<file path="src/rtl/data_ram_dbg_port_if.sv">
// Debug-link side of the data RAM debug port: command, write-data and
// read-data channels.
//
// Handshake rule for all three channels: a beat transfers on the rising
// clock edge where valid and ready are both high. Once valid is raised its
// payload stays stable until that edge. valid never waits on ready.
// ready may depend on valid.
interface data_ram_dbg_port_if #(
    parameter int LEN_W = 8
);
    // command channel
    logic             cmd_valid;
    logic             cmd_ready;
    logic             cmd_write;
    logic [29:0]      cmd_addr;
    logic [LEN_W-1:0] cmd_len;
    logic [3:0]       cmd_be;
    // write data channel
    logic             wr_valid;
    logic             wr_ready;
    logic [31:0]      wr_data;
    // read data channel
    logic             rd_valid;
    logic             rd_ready;
    logic [31:0]      rd_data;
    logic             rd_last;

    // debug link: issues commands, supplies write data, consumes read data
    modport master (
        output cmd_valid, cmd_write, cmd_addr, cmd_len, cmd_be,
        output wr_valid, wr_data,
        output rd_ready,
        input  cmd_ready, wr_ready, rd_valid, rd_data, rd_last
    );

    // access engine
    modport slave (
        input  cmd_valid, cmd_write, cmd_addr, cmd_len, cmd_be,
        input  wr_valid, wr_data,
        input  rd_ready,
        output cmd_ready, wr_ready, rd_valid, rd_data, rd_last
    );
endinterface

</file>
<file path="src/rtl/data_ram_dbg_port.sv">
// Debug-side burst engine for port b of the dual-port data BRAM.
// Turns burst commands into word-address sequences and byte enables, and
// returns read data across the BRAM's one-cycle read latency with
// backpressure. Every output is a register.
// Optional beat counters are built when DATA_RAM_DBG_CNT_EN is defined.
// Otherwise wr_beats/rd_beats read as zero.
module data_ram_dbg_port #(
    parameter int LEN_W     = 8,
    parameter int VALID_LSB = 14,
    parameter int CNT_W     = 16
) (
    input  logic               clk,
    input  logic               rst_n,
    data_ram_dbg_port_if.slave dbg,
    output logic               busy,
    output logic               cmd_err,
    output logic [29:0]        addrb,
    output logic [31:0]        dinb,
    output logic [3:0]         web,
    input  logic [31:0]        doutb,
    output logic [CNT_W-1:0]   wr_beats,
    output logic [CNT_W-1:0]   rd_beats,
    output logic [2:0]         state_dbg
);

    typedef enum logic [2:0] {
        IDLE     = 3'd0,
        WR       = 3'd1,
        RD_ISSUE = 3'd2,
        RD_WAIT  = 3'd3,
        RD_RESP  = 3'd4
    } state_t;

    state_t           state;
    logic [29:0]      cur_addr;
    logic [LEN_W-1:0] remaining;
    logic [3:0]       be_q;
    logic             wr_hs;
    logic             rd_hs;

    // VALID_LSB counts byte-address bits, so the word-address check starts
    // two bits lower.
    function automatic logic out_of_range(input logic [29:0] a);
        return |a[29:VALID_LSB-2];
    endfunction

    assign wr_hs     = (state == WR) && dbg.wr_valid && dbg.wr_ready;
    assign rd_hs     = (state == RD_RESP) && dbg.rd_valid && dbg.rd_ready;
    assign state_dbg = state;

    // Burst sequencer: command capture, write beats, read issue/wait/respond.
    always_ff @(posedge clk) begin
        if (!rst_n) begin
            state         <= IDLE;
            cur_addr      <= '0;
            remaining     <= '0;
            be_q          <= '0;
            dbg.cmd_ready <= 1'b1;
            dbg.wr_ready  <= 1'b0;
            dbg.rd_valid  <= 1'b0;
            dbg.rd_last   <= 1'b0;
            dbg.rd_data   <= '0;
            busy          <= 1'b0;
            cmd_err       <= 1'b0;
            addrb         <= '0;
            dinb          <= '0;
            web           <= '0;
        end else begin
            // web is a single-cycle pulse; only a write handshake raises it
            web <= 4'b0;
            case (state)
                IDLE: begin
                    if (dbg.cmd_valid && dbg.cmd_ready) begin
                        cur_addr      <= dbg.cmd_addr;
                        remaining     <= dbg.cmd_len;
                        be_q          <= dbg.cmd_be;
                        cmd_err       <= 1'b0;
                        dbg.cmd_ready <= 1'b0;
                        busy          <= 1'b1;
                        if (dbg.cmd_write) begin
                            state        <= WR;
                            dbg.wr_ready <= 1'b1;
                        end else begin
                            // present the first read address during RD_ISSUE
                            state <= RD_ISSUE;
                            addrb <= dbg.cmd_addr;
                        end
                    end
                end
                WR: begin
                    if (wr_hs) begin
                        addrb    <= cur_addr;
                        dinb     <= dbg.wr_data;
                        web      <= be_q;
                        cur_addr <= cur_addr + 30'd1;
                        if (out_of_range(cur_addr)) begin
                            cmd_err <= 1'b1;
                        end
                        if (remaining == '0) begin
                            state         <= IDLE;
                            dbg.wr_ready  <= 1'b0;
                            dbg.cmd_ready <= 1'b1;
                            busy          <= 1'b0;
                        end else begin
                            remaining <= remaining - LEN_W'(1);
                        end
                    end
                end
                RD_ISSUE: begin
                    // addrb already holds cur_addr; the BRAM samples it at this edge
                    addrb <= cur_addr;
                    if (out_of_range(cur_addr)) begin
                        cmd_err <= 1'b1;
                    end
                    state <= RD_WAIT;
                end
                RD_WAIT: begin
                    dbg.rd_data  <= doutb;
                    dbg.rd_valid <= 1'b1;
                    dbg.rd_last  <= (remaining == '0);
                    state        <= RD_RESP;
                end
                RD_RESP: begin
                    if (rd_hs) begin
                        dbg.rd_valid <= 1'b0;
                        dbg.rd_last  <= 1'b0;
                        if (remaining == '0) begin
                            state         <= IDLE;
                            dbg.cmd_ready <= 1'b1;
                            busy          <= 1'b0;
                        end else begin
                            cur_addr  <= cur_addr + 30'd1;
                            addrb     <= cur_addr + 30'd1;
                            remaining <= remaining - LEN_W'(1);
                            state     <= RD_ISSUE;
                        end
                    end
                end
                default: begin
                    state <= IDLE;
                end
            endcase
        end
    end

`ifdef DATA_RAM_DBG_CNT_EN
    logic [CNT_W-1:0] wr_cnt;
    logic [CNT_W-1:0] rd_cnt;

    // Saturating beat counters, cleared only by reset.
    always_ff @(posedge clk) begin
        if (!rst_n) begin
            wr_cnt <= '0;
            rd_cnt <= '0;
        end else begin
            if (wr_hs && (wr_cnt != '1)) begin
                wr_cnt <= wr_cnt + CNT_W'(1);
            end
            if (rd_hs && (rd_cnt != '1)) begin
                rd_cnt <= rd_cnt + CNT_W'(1);
            end
        end
    end

    assign wr_beats = wr_cnt;
    assign rd_beats = rd_cnt;
`else
    assign wr_beats = '0;
    assign rd_beats = '0;
`endif

endmodule

</file>
<file path="src/flat_wrapper.sv">
// flat-port wrapper written by rule: the top's interface ports become plain ports
module data_ram_dbg_port_flat 
#(
    parameter int LEN_W     = 8,
    parameter int VALID_LSB = 14,
    parameter int CNT_W     = 16
)
  (clk, rst_n, busy, cmd_err, addrb, dinb, web, doutb, wr_beats, rd_beats, state_dbg, dbg_cmd_valid, dbg_cmd_write, dbg_cmd_addr, dbg_cmd_len, dbg_cmd_be, dbg_wr_valid, dbg_wr_data, dbg_rd_ready, dbg_cmd_ready, dbg_wr_ready, dbg_rd_valid, dbg_rd_data, dbg_rd_last);
  data_ram_dbg_port_if #(.LEN_W(LEN_W)) dbg_i ();
  input  logic clk;
  input  logic rst_n;
  output logic busy;
  output logic cmd_err;
  output logic [29:0] addrb;
  output logic [31:0] dinb;
  output logic [3:0] web;
  input  logic [31:0] doutb;
  output logic [CNT_W-1:0] wr_beats;
  output logic [CNT_W-1:0] rd_beats;
  output logic [2:0] state_dbg;
  input wire logic [$bits(dbg_i.cmd_valid)-1:0] dbg_cmd_valid;
  input wire logic [$bits(dbg_i.cmd_write)-1:0] dbg_cmd_write;
  input wire logic [$bits(dbg_i.cmd_addr)-1:0] dbg_cmd_addr;
  input wire logic [$bits(dbg_i.cmd_len)-1:0] dbg_cmd_len;
  input wire logic [$bits(dbg_i.cmd_be)-1:0] dbg_cmd_be;
  input wire logic [$bits(dbg_i.wr_valid)-1:0] dbg_wr_valid;
  input wire logic [$bits(dbg_i.wr_data)-1:0] dbg_wr_data;
  input wire logic [$bits(dbg_i.rd_ready)-1:0] dbg_rd_ready;
  output wire logic [$bits(dbg_i.cmd_ready)-1:0] dbg_cmd_ready;
  output wire logic [$bits(dbg_i.wr_ready)-1:0] dbg_wr_ready;
  output wire logic [$bits(dbg_i.rd_valid)-1:0] dbg_rd_valid;
  output wire logic [$bits(dbg_i.rd_data)-1:0] dbg_rd_data;
  output wire logic [$bits(dbg_i.rd_last)-1:0] dbg_rd_last;
  assign dbg_i.cmd_valid = dbg_cmd_valid;
  assign dbg_i.cmd_write = dbg_cmd_write;
  assign dbg_i.cmd_addr = dbg_cmd_addr;
  assign dbg_i.cmd_len = dbg_cmd_len;
  assign dbg_i.cmd_be = dbg_cmd_be;
  assign dbg_i.wr_valid = dbg_wr_valid;
  assign dbg_i.wr_data = dbg_wr_data;
  assign dbg_i.rd_ready = dbg_rd_ready;
  assign dbg_cmd_ready = dbg_i.cmd_ready;
  assign dbg_wr_ready = dbg_i.wr_ready;
  assign dbg_rd_valid = dbg_i.rd_valid;
  assign dbg_rd_data = dbg_i.rd_data;
  assign dbg_rd_last = dbg_i.rd_last;
  data_ram_dbg_port #(.LEN_W(LEN_W), .VALID_LSB(VALID_LSB), .CNT_W(CNT_W)) u_core (.clk(clk), .rst_n(rst_n), .dbg(dbg_i), .busy(busy), .cmd_err(cmd_err), .addrb(addrb), .dinb(dinb), .web(web), .doutb(doutb), .wr_beats(wr_beats), .rd_beats(rd_beats), .state_dbg(state_dbg));
endmodule
</file>
<file path="config.mk">
export PLATFORM = sky130hd
export DESIGN_NAME = data_ram_dbg_port_flat
export DESIGN_NICKNAME = d
export VERILOG_FILES = /design/src/rtl/data_ram_dbg_port_if.sv /design/src/rtl/data_ram_dbg_port.sv /design/src/flat_wrapper.sv
export SDC_FILE = /design/constraint.sdc
export NUM_CORES = 1
export LEC_CHECK = 0
export ABC_AREA = 1
export BUFFER_PORTS_ARGS = -buffer_cell sky130_fd_sc_hd__buf_2
export CAP_MARGIN = 10
export CORE_MARGIN = 2
export CORE_UTILIZATION = 52
export CTS_CLUSTER_SIZE = 40
export DETAILED_ROUTE_END_ITERATION = 16
export PLACE_DENSITY = 0.81
export SLEW_MARGIN = 20
export SYNTH_ARGS = -nofsm -noshare
export SYNTH_HDL_FRONTEND = slang
export SYNTH_SLANG_ARGS = --single-unit
</file>
<file path="constraint.sdc">
create_clock -name clk -period 2 [get_ports clk]
set_input_delay 0.4 -clock clk [delete_from_list [all_inputs] [get_ports clk]]
set_output_delay 0.4 -clock clk [all_outputs]
set_load 0.005 [all_outputs]
</file>
==> run_results.csv <==
group,metric,value,unit
status,outcome,"finished, final reports clean",
cells_and_area,fin_nets,1611,
cells_and_area,drive_above_1_share,0.193,
timing,fmax,0.551,GHz
cells_and_area,final_util,0.660,
timing,period_needed,1.82,ns
logic_synthesis,synth_area,7840,µm²
clocking,path_clk_slew,0.07,ns
floorplan,ioPinCount,251,
clocking,worstSkewPairLatency,0.43,ns
global_routing,overflow,0,
clocking,cts_buffers,17,
timing,finalMaxSlewViolations,0,
clocking,clockBufferDepth,2,
place,port_buffers,218,
timing,slew_headroom,0.542,
global_routing,grt_pass1_vias,7963,
cells_and_area,n_fill_cell,1388,
worst_setup_path,worstSetupStartpointType,"flop",
clocking,htree_levels,4,
pwr,ir_worst_vdd,0.812,mV
global_routing,grt_start_max_net_pins,89,
timing,post-route-period-util,0.908,
logic_synthesis,synth_area_leaders,"dfxtp_1 38%, nor2_1 16%, nand2_1 15%",
logic_synthesis,yosysMostFrequentCell,"nor2_1",
floorplan,initial_core_util,0.535,
pwr,power.leakage,4.99,nW
pwr,combPwrFrac,0.425,
place,place_area,9060,µm²
detailed_routing,drtIter0Drc,584,
timing,hold_viol,0,
logic_synthesis,ys.flop_type,"dfxtp_1",
pwr,p_sw_frac,0.424,
cells_and_area,final_cell_area,9670,µm²
detailed_routing,route.vias.total,8541,
place,gp_congestion,0.947,
place,dp.cells,1661,
place,dp_hpwl,16600,µm
pwr,p_int,7.78,mW
floorplan,die_y,127,µm
detailed_routing,antenna_left,0,
worst_setup_path,end_kind,"flop",
timing,fin_worst_skew,0.00837,ns
logic_synthesis,ys_types,30,
logic_synthesis,synth.cells.most_frequent,"343 x nor2_1, 322 x nand2_1, 149 x dfxtp_1",
pwr,p_switching,5.74,mW
logic_synthesis,yosys_warnings,0,
floorplan,core_area,14600,µm²
pwr,clkPwrFrac,0.240,
logic_synthesis,ys_ff_latch,149,
pwr,pwr-share-seq,0.335,
cells_and_area,fin_cells,1693,
min_path,hold_class,"input port to flop",
floorplan,fp.dieW,127,µm
worst_setup_path,cp_data_required_time,2.33,ns
detailed_routing,viasPerCell,5.04,
logic_synthesis,avgSynthCellArea,6.07,µm²
global_routing,antenna_found_initial,1,
clocking,clock-sinks,149,
logic_synthesis,postSynthCellCount,1292,
timing,worst_pin_slew,0.686,ns
logic_synthesis,yosysTopAreaCellShare,0.380,
logic_synthesis,ys_seq_area_frac,0.380,
detailed_routing,route.detailed.drc,0,
logic_synthesis,synth_edf_count,0,
pwr,p_per_area,1400,nW/µm²
logic_synthesis,synthArstFlopShare,0,
global_routing,grt_pass1_wl,37500,µm
floorplan,die_area,16100,µm²
detailed_routing,totalWireLength,23200,µm
pwr,p_total,13.5,mW
timing,rsz0062_at_grt,"no",
global_routing,grt.total_usage,0.289,
run,cap_violations,0,
worst_setup_path,critPathArrivalTime,2.15,ns
timing,finalSetupViolCount,0,
detailed_routing,wl_per_cell,13.7,µm
floorplan,rows,44,
cells_and_area,syn_to_final_growth,23.3,%
worst_setup_path,critPathMaxFanout,5,
timing,finalSetupTns,0,ns
worst_setup_path,path_class,"flop to flop",
logic_synthesis,synth_top_cell_by_area,"dfxtp_1",
clocking,tritoncts,"done",
detailed_routing,drt_first_pass_iters,6,
clocking,cts-root-buf,"clkbuf_16",
## cell type report
class                   instances  area (µm²)  area share
flip-flops and latches        149        2980       0.308
inverters                     118         443      0.0458
repair buffers                242        1340       0.139
multi-input cells             968        4080       0.421
clock inverters                12         144      0.0149
diodes                          1        2.50    0.000259
well taps                     184         230      0.0238
clock buffers                  19         453      0.0468
## worst max-delay path, stage by stage, from the launching register on
cell and delay [ns]:
dfxtp_1 0.40, ha_1 0.23, nand3_1 0.18, nor2_1 0.37, nand3_1 0.12, nand2_1 0.08
nand2_1 0.07, nand2_1 0.07, nand2_1 0.07, nor2_1 0.09, nor2_1 0.04
## routing by layer
layer	track usage	up-vias	wire length, µm
li1	-	4372	-
met1	0.342	3774	9480
met2	0.495	341	11100
met3	0.0717	54	1930
met4	0.128	0	740
met5	0	-	0
## logic make-up (layout without fill, tap and decap cells)
group           count (synthesis)  after routing  share of synthesized area
other cells                     1             33                   0.000478
flops                         149            149                      0.380
xor+xnor                        3              3                    0.00335
compound gates                185            185                      0.120
simple gates                  745            745                      0.374
fa+ha+maj                       3              3                    0.00479
buf+inv                       206            391                      0.116
## metrics by stage
stage | hold slack, ns | setup slack, ns
final | 0.182 | 0.184
after global routing | 0.188 | 0.0243
after CTS | 0.180 | 0.193
after detailed placement | 0.429 | 0.208
after global placement | 0.424 | 0.257
after floorplan | 0.416 | 0.428
## worst paths after layout
check | from | end | slack, ns | cells after the start
min | doutb[7] | u_core.dbg.rd_data[7]$_SDFFE_PN0P_ | 0.18 | 3
max | u_core.cur_addr[1]$_SDFFE_PN0P_ | u_core.addrb[14]$_SDFFE_PN0P_ | 0.18 | 10
max reg2reg | u_core.cur_addr[1]$_SDFFE_PN0P_ | u_core.addrb[14]$_SDFFE_PN0P_ | 0.18 | 10
min reg2reg | u_core.be_q[3]$_SDFFE_PN0P_ | u_core.web[3]$_SDFF_PN0_ | 0.44 | 2
## flip-flops by register name, indices dropped and copies added, names as in the netlist, 3 cells and up
| name | cells |
|---|---|
| u_core.cur_addr | 30 |
| u_core.be_q | 4 |
| u_core.state_dbg | 3 |
| u_core.addrb | 30 |
| u_core.dbg.rd_data | 32 |
| u_core.dinb | 32 |
| u_core.web | 4 |
| u_core.remaining | 8 |
## what timing repair did
action | in CTS | in global routing
gates resized for setup | 0 | 3
endpoints found under the setup margin | 0 | 8
hold buffers | 0 | 0
buffers inserted | 0 | 0
hold endpoints to repair | 0 | 0
## power groups by stage
stage / Combinational, mW / Clock (mW) / Sequential [mW]
3_5_place_dp: 5.65 / 0 / 4.54
6_report: 5.74 / 3.25 / 4.52
4_1_cts: 5.70 / 3.27 / 4.49
3_3_place_gp: 5.56 / 0 / 4.52
5_1_grt: 6.58 / 3.41 / 4.61
2_1_floorplan: 3.97 / 0 / 4.42
## layout by cell type (no fill, tap or decap)
master / instances
nand2_2: 4
nor4_1: 1
inv_2: 8
nor3_1: 7
nand3b_1: 1
o21ai_1: 2
o211ai_1: 1
buf_2: 217
buf_12: 5
a211oi_1: 1
nor3_4: 1
nor2_4: 2
ha_1: 3
xnor2_1: 1
nor2_2: 3
diode_2: 1
clkinvlp_4: 3
nor2_1: 340
o21ai_0: 120
nand4_1: 8
nand2_1: 322
inv_6: 4
o22ai_1: 1
buf_6: 1
xor2_1: 2
a21oi_1: 55
clkbuf_16: 17
conb_1: 32
clkinv_4: 3
buf_4: 19
a22oi_1: 3
bufinv_16: 2
clkinv_1: 2
clkbuf_8: 2
inv_1: 108
dfxtp_1: 149
o21bai_1: 2
nand3_1: 56
Power figures use the tool's default switching activity.
